$ cat src/rtl/inst_queue.sv
// inst_queue: instruction prefetch FIFO between fetch and decode.
// Control-flow opcodes are pre-decoded on enqueue; a flush discards every entry.
`default_nettype none

module inst_queue #(
  parameter int DEPTH = 4,
  parameter int AW    = 2
) (
  input  logic          clk,
  input  logic          rst,
  input  logic          in_valid,
  output logic          in_ready,
  input  logic [31:0]   in_inst,
  input  logic [31:0]   in_pc,
  input  logic          flush,
  output logic          out_valid,
  input  logic          out_ready,
  output logic [31:0]   out_inst,
  output logic [31:0]   out_pc,
  output logic          out_is_branch,
  output logic          out_is_branchn,
  output logic          out_is_jump,
  output logic [AW:0]   count
);

  localparam logic [AW:0] FULL_CNT = DEPTH[AW:0];
  localparam logic [5:0]  OP_BEQ   = 6'b000100;
  localparam logic [5:0]  OP_BNE   = 6'b000101;
  localparam logic [5:0]  OP_J     = 6'b000010;
  localparam logic [5:0]  OP_JAL   = 6'b000011;

  logic [31:0]   inst_mem [DEPTH];
  logic [31:0]   pc_mem   [DEPTH];
  logic [2:0]    flag_mem [DEPTH];
  logic [AW-1:0] wr_ptr;
  logic [AW-1:0] rd_ptr;
  logic [AW:0]   cnt;

  logic       enq;
  logic       deq;
  logic [5:0] opcode;
  logic [2:0] in_flags;
  logic [2:0] head_flags;

  assign in_ready  = (cnt != FULL_CNT);
  assign out_valid = (cnt != '0);
  assign count     = cnt;

  assign enq = in_valid && in_ready && !flush;
  assign deq = out_valid && out_ready && !flush;

  // Flags are stored with the entry: {jump, branchn, branch}.
  assign opcode   = in_inst[31:26];
  assign in_flags = {(opcode == OP_J) || (opcode == OP_JAL),
                     (opcode == OP_BNE),
                     (opcode == OP_BEQ)};

  always_ff @(posedge clk or negedge rst) begin
    if (!rst) begin
      wr_ptr <= '0;
      rd_ptr <= '0;
      cnt    <= '0;
      for (int i = 0; i < DEPTH; i++) begin
        inst_mem[i] <= '0;
        pc_mem[i]   <= '0;
        flag_mem[i] <= '0;
      end
    end else if (flush) begin
      wr_ptr <= '0;
      rd_ptr <= '0;
      cnt    <= '0;
    end else begin
      if (enq) begin
        inst_mem[wr_ptr] <= in_inst;
        pc_mem[wr_ptr]   <= in_pc;
        flag_mem[wr_ptr] <= in_flags;
        wr_ptr           <= wr_ptr + AW'(1);
      end
      if (deq) begin
        rd_ptr <= rd_ptr + AW'(1);
      end
      if (enq && !deq) begin
        cnt <= cnt + (AW+1)'(1);
      end else if (deq && !enq) begin
        cnt <= cnt - (AW+1)'(1);
      end
    end
  end

  // Stale storage is masked so decode never sees a non-zero word on an empty queue.
  always_comb begin
    out_inst   = '0;
    out_pc     = '0;
    head_flags = '0;
    if (out_valid) begin
      out_inst   = inst_mem[rd_ptr];
      out_pc     = pc_mem[rd_ptr];
      head_flags = flag_mem[rd_ptr];
    end
  end

  assign out_is_branch  = head_flags[0];
  assign out_is_branchn = head_flags[1];
  assign out_is_jump    = head_flags[2];

endmodule

`default_nettype wire

$ cat config.mk
export PLATFORM = sky130hd
export DESIGN_NAME = inst_queue
export DESIGN_NICKNAME = d
export VERILOG_FILES = /design/src/rtl/inst_queue.sv
export SDC_FILE = /design/constraint.sdc
export NUM_CORES = 1
export LEC_CHECK = 0
export ABC_AREA = 1
export BUFFER_PORTS_ARGS = -buffer_cell sky130_fd_sc_hd__buf_2
export CORE_MARGIN = 5
export CORE_UTILIZATION = 64
export CTS_CLUSTER_DIAMETER = 30
export DETAILED_ROUTE_END_ITERATION = 8
export GPL_ROUTABILITY_DRIVEN = 0
export PLACE_DENSITY = 0.95
export SETUP_SLACK_MARGIN = 0.15
export SYNTH_ARGS = -nofsm -noshare
export SYNTH_HDL_FRONTEND = slang
export SYNTH_SLANG_ARGS = --single-unit
$ cat constraint.sdc
create_clock -name clk -period 4.6 [get_ports clk]
set_clock_uncertainty 0.05 [all_clocks]
set_input_delay 0 -clock clk [delete_from_list [all_inputs] [get_ports clk]]
set_output_delay 0 -clock clk [all_outputs]
set_load 0.05 [all_outputs]
==> metrics, run 1 <==
largest net degree at the start of global routing 116; CTS H-tree depth 2; GRT Total Usage 0.306; share of layout cells above drive strength 1 0.221; DRC Markers 0; syn_area_per_cell 8.62 sq um; total setup buffers inserted after CTS 0; Starting Density 0.649; Num CTS Buffers 52; Final Max Tran Viols 0; Clock Sinks 275; total grt overflow 0; DR vias 11800; Root Buffer Master clkbuf_16; Cell Chain, Critical Path clkinv_2 > buf_4 > o21ai_0 > a21oi_1 > buf_2; die width 153 um; met2 WL post-DR 18.4 mm; CTS tree yes; Final Hold Viols 0; final period utilization 0.754; Switching Share 0.441; Cell variety after synth 24; port bufs 140; ANT nets after route 0; CP Class reg -> out; Clk Latency, worst-skew pair 0.55 ns; hold slack final 0.0676 ns; Crit Path Max Fanout 82; Fill cells 1160; total negative setup slack 0 ns; first-pass GRT wire length 59.5 mm; Mapped Cells 1524; WL/cell 18.1 um; Max VDD drop 0.772 mV; CTS Buffer Depth 3; CP max stage cell buf_4; number of global-route vias before repair 12000; Worst EP arrival 3.42 ns; std cell rows 52; detailed placement HPWL 18.5 mm; wire length on met1 13.2 mm; number of antenna violations at the first check in global routing 0; leakage power 7.88 nW; Post-Route WL 36.3 mm; area delta synth->final 22.1%; clock power share 0.285; Placeable Area 20200 sq um; DR vias/cell 5.87; CP required 4.55 ns; post-synthesis cell area 13100 sq um; sequential element share of the synthesized area 0.524; relative slew slack 0.322; PwrDens 828 nW/um^2; status completed; Pre-Repair DR Iteration Count 8; die height 153 um; Seq pwr share 0.316; crit path launch type flop; met3 WL 3.33 mm; I/O Pins 141; Min Clock Period, post-route 3.47 ns; crit end category output port; worst slew pin tran 1.02 ns; switching power 5.86 mW; Initial DRC Count 1234; die area 23500 sq um; max-cap violations 0; Synthesis Warnings 0; cts repair resizes 0; Post-layout nets 1772; # setup viols final 0; number of register bits inferred by synthesis 275; Max Used Layer met4; RSZ-0062 raised after global routing false; Pint 7.42 mW; # diodes 0; largest stage delay on the critical path 0.72 ns; syn nets 1598; Hold Path Class in -> async; Comb power frac 0.399; Reg clk slew, reported paths 0.05 ns; fmax 0.288 GHz
==> area by class of cell <==
type / instances / area, sq um / area share
inverter: 87 / 328 / 0.0204
multi-input combinational: 1055 / 5160 / 0.322
sequential: 275 / 6890 / 0.430
timing repair buffer: 227 / 1560 / 0.0971
clock buffer: 59 / 1370 / 0.0854
tap: 270 / 338 / 0.0211
clock inverter: 37 / 395 / 0.0247
==> power by group through the flow <==
stage	Combinational (mW)	Sequential, mW	Clock [mW]
after floorplan	4.06	3.98	0
after global placement	4.91	4.08	0
after detailed placement	5.07	4.14	0
after CTS	5.22	4.14	3.80
after global routing	5.71	4.30	3.96
final	5.30	4.19	3.79
==> cells in the final DEF (no fill, tap or decap), types with 2 or more instances in the layout <==
| cell | count |
|---|---|
| nand2_1 | 300 |
| dfrtp_1 | 273 |
| nor2_1 | 257 |
| o21ai_0 | 172 |
| buf_2 | 139 |
| o21ai_2 | 125 |
| o21ai_1 | 104 |
| inv_1 | 84 |
| a21oi_1 | 77 |
| dlygate4sd3_1 | 72 |
| clkbuf_16 | 53 |
| buf_4 | 14 |
| inv_6 | 12 |
| clkinv_2 | 9 |
| nand2_4 | 6 |
| clkinvlp_4 | 6 |
| clkinv_4 | 5 |
| bufinv_16 | 5 |
| ha_1 | 4 |
| clkbuf_1 | 4 |
| nand3_1 | 2 |
| nor3_1 | 2 |
| inv_2 | 2 |
| clkbuf_8 | 2 |
==> final timing paths <==
path,start,depth (start not counted),slack (ns),end
worst min register to register,pc_mem[119],2,0.43,pc_mem[119]
worst min-delay path,rst,2,0.07,wr_ptr[1]
min in group clk,in_pc[3],4,0.24,pc_mem[99]
worst max-delay path,rd_ptr[0],5,1.13,out_pc[14]
worst max register to register,count[1],7,1.99,inst_mem[76]
max in group asynchronous,rst,3,3.21,pc_mem[89]
==> critical path, delay by kind of cell, from the launching register on <==
kind,cells,cell delay [ns]
AO/OA/AOI/OAI,2,0.54
flip-flops,1,0.68
buffers and inverters,3,1.59
==> sequential cells by signal, summed over array words and instances, names as in the netlist <==
name / flops
wr_ptr: 2
rd_ptr: 2
pc_mem: 128
inst_mem: 128
count: 3
flag_mem: 12
==> metrics by stage <==
step | setup slack (ns) | power (mW) | utilization | area, sq um | instances
6_report | 1.13 | 13.3 | 0.792 | 16000 | 2010
3_3_place_gp | 1.89 | 8.99 | 0.669 | 13500 | 1842
4_1_cts | 1.22 | 13.2 | 0.792 | 16000 | 2010
3_5_place_dp | 1.85 | 9.20 | 0.669 | 13500 | 1842
2_1_floorplan | 2.02 | 8.04 | - | 13100 | 1524
5_1_grt | 0.994 | 14.0 | 0.792 | 16000 | 2010
==> logic make-up after synthesis <==
family                   after synthesis  share of synthesized area
AO/OA/AOI/OAI                        478                      0.218
XOR/XNOR                               1                   0.000667
adder cells (fa/ha/maj)                5                    0.00534
buffers and inverters                194                     0.0830
flip-flops                           275                      0.524
AND/OR/NAND/NOR                      571                      0.169
==> Yosys cell counts (all sizes together) <==
cell type | number | share of area
xor2 | 1 | 0.00067
fa | 1 | 0.0015
nor3 | 2 | 0.00076
clkbuf | 33 | 0.0094
nand3 | 2 | 0.00076
dfrtp | 275 | 0.52
a21oi | 77 | 0.029
buf | 74 | 0.049
nand2 | 306 | 0.091
nor2 | 259 | 0.075
nor4 | 1 | 0.00048
ha | 4 | 0.0038
inv | 87 | 0.025
o21ai | 401 | 0.19
nand3b | 1 | 0.00057
==> repair_timing <==
| action | 4_1_cts | 5_1_grt |
|---|---|---|
| endpoints found under the setup margin | 0 | 0 |
| hold endpoints to repair | 388 | 0 |
| hold buffers | 72 | 0 |
==> layer usage <==
layer / vias up / track usage
met3: 153 / 0.0664
met4: 0 / 0.139
met1: 5614 / 0.374
met2: 719 / 0.524
li1: 5319 / -
met5: - / 0
No activity file was read; power rests on OpenSTA's default activity.
==> inputs of run 2 (changes only) <==
CORE_UTILIZATION = 53   (was 64)
PLACE_DENSITY = 0.88   (was 0.95)
clock period = 3.1 ns   (was 4.6 ns; I/O delays follow)
==> run 2 against run 1 <==
Cell area grew 1.9%. Sequential share of layout area shrank 0.80 points. First-iteration DRC count shrank 3.5%. Critical endpoint is now out_is_branch. Largest cell class unchanged.
==> metrics, run 2 (same netlist as run 1, synthesis figures left out) <==
total grt overflow 0; CP Class reg -> out; Min Clock Period, post-route 2.70 ns; GRT Total Usage 0.253; Max Used Layer met4; DRC Markers 0; final period utilization 0.872; pre-CTS WS 0.942 ns; largest net degree at the start of global routing 135; most frequent cells in the layout 300 x nand2_1, 273 x dfrtp_1, 257 x nor2_1; port bufs 140; most common cell after layout, fill and taps aside nand2_1; worst reg-to-reg setup slack 0.93 ns; WL/cell 17.3 um; die height 167 um; Clk Latency, worst-skew pair 0.55 ns; die width 167 um; crit path launch type flop; leakage power 7.97 nW; DR vias/cell 5.60; Final Hold Viols 0; total negative setup slack 0 ns; Initial DRC Count 1191; area delta synth->final 24.4%; Pint 11.4 mW; clock power share 0.290; DR vias 11600; largest stage delay on the critical path 0.66 ns; Clock Sinks 275; Hold Path Class in -> async; number of antenna violations at the first check in global routing 0; met2 WL post-DR 17.8 mm; crit end category output port; Max VDD drop 0.698 mV; RSZ-0062 raised after global routing false; wire length on met1 14.1 mm; Starting Density 0.538; die area 28000 sq um; switching power 8.60 mW; Post-layout nets 1778; Switching Share 0.431; setup ws final 0.398 ns; relative slew slack 0.497; ANT nets after route 0; detailed placement HPWL 19.1 mm; Root Buffer Master clkbuf_16; PwrDens 1220 nW/um^2; CTS tree yes; I/O Pins 141; Pre-Repair DR Iteration Count 6; Crit Path Max Fanout 36; Top Registers inst_mem (128), pc_mem (128), flag_mem (12); CTS Buffer Depth 3; number of global-route vias before repair 12000; Worst path most repeated cell a21oi_1; Placeable Area 24400 sq um; Reg clk slew, reported paths 0.05 ns; CP required 3.05 ns; met3 WL 2.85 mm; # diodes 0; std cell rows 57; Cell Chain, Critical Path inv_4 > buf_12 > a21oi_1 > o21ai_0 > a21oi_1 > buf_2; Worst EP arrival 2.65 ns; Post-Route WL 35.7 mm; CTS H-tree depth 2; Num CTS Buffers 53; worst slew pin tran 0.748 ns; fmax 0.370 GHz; Final Power 20.0 mW; share of layout cells above drive strength 1 0.225; status completed; Comb power frac 0.402; max-cap violations 0; Final Max Tran Viols 0; first-pass GRT wire length 59.8 mm; CP max stage cell dfrtp_2; Seq pwr share 0.308; # setup viols final 0; total setup buffers inserted after CTS 0
-- run 2: changes by cell type in the layout (fill, tap and decap cells not counted), sizes merged --
| cell | change |
|---|---|
| clkinvlp | +3 |
| inv | -10 |
| buf | +7 |
| bufinv | +2 |
| dlygate4sd3 | -2 |
| clkbuf | +6 |
-- run 2: routing by layer --
metal  GRT usage  vias up
li1            -     5340
met2       0.432      619
met5           0        -
met1       0.323     5532
met3      0.0476       99
met4      0.0963        0
-- run 2: path summary, 6_finish.rpt --
path,end,cells after the start,startpoint
setup / recovery,out_is_branch,6,rd_ptr[1]
hold / removal,inst_mem[23],2,rst
setup reg to reg,inst_mem[108],8,count[1]
hold reg to reg,pc_mem[78],2,pc_mem[78]
max in group asynchronous,rd_ptr[0],3,rst
min in group clk,pc_mem[103],4,in_pc[7]
-- run 2: power groups by stage --
| stage | logic (mW) | clock network (mW) | registers, mW |
|---|---|---|---|
| after floorplan | 6.03 | 0 | 5.90 |
| after global placement | 7.55 | 0 | 6.00 |
| after detailed placement | 7.72 | 0 | 6.08 |
| after CTS | 7.91 | 5.84 | 6.08 |
| after global routing | 8.72 | 6.05 | 6.32 |
| final | 8.03 | 5.79 | 6.14 |
-- run 2: repair_timing --
action | in CTS | in global routing
hold endpoints to repair | 477 | 0
resized for setup | 0 | 2
setup endpoints to repair | 0 | 2
hold buffers | 70 | 0
-- run 2: per-stage QoR --
stage                     hold slack (ns)  instances  area [sq um]   util
final                              0.0109       2070         16300  0.670
after global routing               0.0783       2070         16300  0.670
after CTS                          0.0386       2070         16300  0.670
after detailed placement           0.0103       1903         13800  0.565
after global placement            0.00240       1903         13800  0.565
after floorplan                    -0.346       1524         13100      -
-- run 2: area by class of cell --
type / instances / area, sq um
fillers: 1788 / 8060
flip-flops and latches: 275 / 6890
multi-input cells: 1055 / 5170
repair buffers: 232 / 1700
clock buffers: 65 / 1440
well taps: 324 / 405
clock inverters: 32 / 403
inverters: 87 / 330
-- run 2: critical path: cells and delay by family, from the launching register on --
| family | cells | cell delay [ns] |
|---|---|---|
| buffers and inverters | 3 | 0.89 |
| flip-flops | 1 | 0.66 |
| AO/OA/AOI/OAI | 3 | 0.51 |
==> inputs of run 3 (changes only) <==
CORE_UTILIZATION = 45   (was 53)
PLACE_DENSITY = 0.78   (was 0.88)
==> run 3 against run 2 <==
Sequential share of layout area fell by 1.1 points. Global-route usage shrank 4.5 points. Highest routed layer unchanged. Critical endpoint is now out_pc[10]. Hold slack improved by 0.028 ns.
==> metrics, run 3 (same netlist as run 1, synthesis figures left out) <==
Clock Sinks 275; pre-CTS WS 0.939 ns; # setup viols final 0; largest stage delay on the critical path 0.62 ns; RSZ-0062 raised after global routing false; # diodes 0; final period utilization 0.876; max-cap violations 0; fmax 0.368 GHz; area delta synth->final 27.6%; die area 32700 sq um; most common cell after layout, fill and taps aside nand2_1; setup ws final 0.385 ns; Clk Latency, worst-skew pair 0.57 ns; Hold Path Class in -> async; DR vias 11300; cell family with most CP delay buffers and inverters; Final Hold Viols 0; crit path launch type flop; WL/cell 15.8 um; Num CTS Buffers 60; Final Max Tran Viols 0; worst reg-to-reg setup slack 0.90 ns; DRC Markers 0; DR vias/cell 5.23; CP Class reg -> out; Starting Density 0.456; total setup buffers inserted after CTS 0; Root Buffer Master clkbuf_16; Worst EP arrival 2.66 ns; CTS tree yes; total grt overflow 0; CTS H-tree depth 2; std cell rows 62; most frequent cells in the layout 300 x nand2_1, 273 x dfrtp_1, 257 x nor2_1; total negative setup slack 0 ns; reg2reg path depth 8; ANT nets after route 0; relative slew slack 0.349; Crit path buffers/inverters 3; first-pass GRT wire length 57.8 mm; largest net degree at the start of global routing 108; status completed; Pre-Repair DR Iteration Count 5; Reg-to-Reg Start count[1]; CTS Buffer Depth 3; GRT Total Usage 0.209; WP depth 5; CP max stage cell dfrtp_4; Placeable Area 28800 sq um; port bufs 140; Min Clock Period, post-route 2.71 ns; detailed placement HPWL 19.2 mm; die height 181 um; Top Registers inst_mem (128), pc_mem (128), flag_mem (12); Crit Path Max Fanout 66; number of global-route vias before repair 11600; Post-Route WL 34.0 mm; Max VDD drop 0.903 mV; crit end category output port; r2r endpoint inst_mem[2]; leakage power 8.15 nW; worst slew pin tran 0.977 ns; share of layout cells above drive strength 1 0.231; CP required 3.05 ns; Initial DRC Count 1006; die width 181 um; Post-layout nets 1789; CTS Hold Buffers Added 72; I/O Pins 141; Cell Chain, Critical Path clkinv_2 > buf_4 > o21ai_0 > a21oi_1 > buf_2; PwrDens 1220 nW/um^2; number of antenna violations at the first check in global routing 0; CP startpoint rd_ptr[0]; cts repair resizes 0; Reg clk slew, reported paths 0.05 ns
==> run 3: cell types whose count changed in the layout (fill, tap and decap cells not counted), moves of 2 or more <==
cell / previous run / this run
dlygate4sd3_1: 70 / 72
clkinvlp_4: 9 / 5
inv_6: 3 / 6
buf_4: 12 / 14
clkbuf_16: 53 / 60
clkbuf_8: 7 / 13
clkbuf_1: 5 / 8
==> run 3: worst max path at each step <==
stage | slack [ns] | end
detailed placement | 0.94 | inst_mem[17]
global placement | 0.98 | inst_mem[28]
floorplan | 0.52 | count[2]
finish | 0.39 | out_pc[10]
global route | 0.26 | out_pc[31]
CTS | 0.37 | out_pc[31]
==> run 3: metal layers <==
metal / up-vias / wire length (um) / track usage
li1: 5366 / - / -
met2: 372 / 16600 / 0.357
met1: 5446 / 14500 / 0.271
met5: - / 0 / 0
met3: 76 / 2080 / 0.0366
met4: 0 / 797 / 0.0675
==> run 3: stage by stage <==
stage / util / power [mW] / instances / area (sq um) / hold slack [ns]
final: 0.582 / 20.5 / 2151 / 16800 / 0.0392
after global routing: 0.582 / 21.8 / 2151 / 16800 / 0.132
after CTS: 0.582 / 20.6 / 2151 / 16800 / 0.0672
after detailed placement: 0.483 / 13.8 / 1965 / 13900 / 0.0847
after global placement: 0.483 / 13.6 / 1965 / 13900 / 0.0736
after floorplan: - / 11.9 / 1524 / 13100 / -0.346
==> run 3: report_power, final <==
part / leakage (nW) / internal [mW] / switching (mW) / total [mW]
Sequential: 3.54 / 5.21 / 0.889 / 6.10
Combinational: 3.56 / 2.26 / 5.56 / 7.82
Clock: 1.05 / 4.53 / 2.07 / 6.61
==> run 3: layout make-up <==
type | instances | area [sq um]
clock inverter | 33 | 442
fill | 2429 | 12000
multi-input combinational | 1055 | 5180
inverter | 87 | 328
sequential | 275 | 6890
clock buffer | 81 | 1710
timing repair buffer | 236 | 1740
tap | 384 | 480
==> run 3: worst reg2reg max path, cell delays in order (launching register included) <==
cell and delay (ns):
dfrtp_1 0.39, nor2_2 0.21, nand2_4 0.08, nand2_4 0.10, nor2_8 0.07, nand2_4 0.70, buf_12 0.34, nand2_1 0.09
o21ai_1 0.09
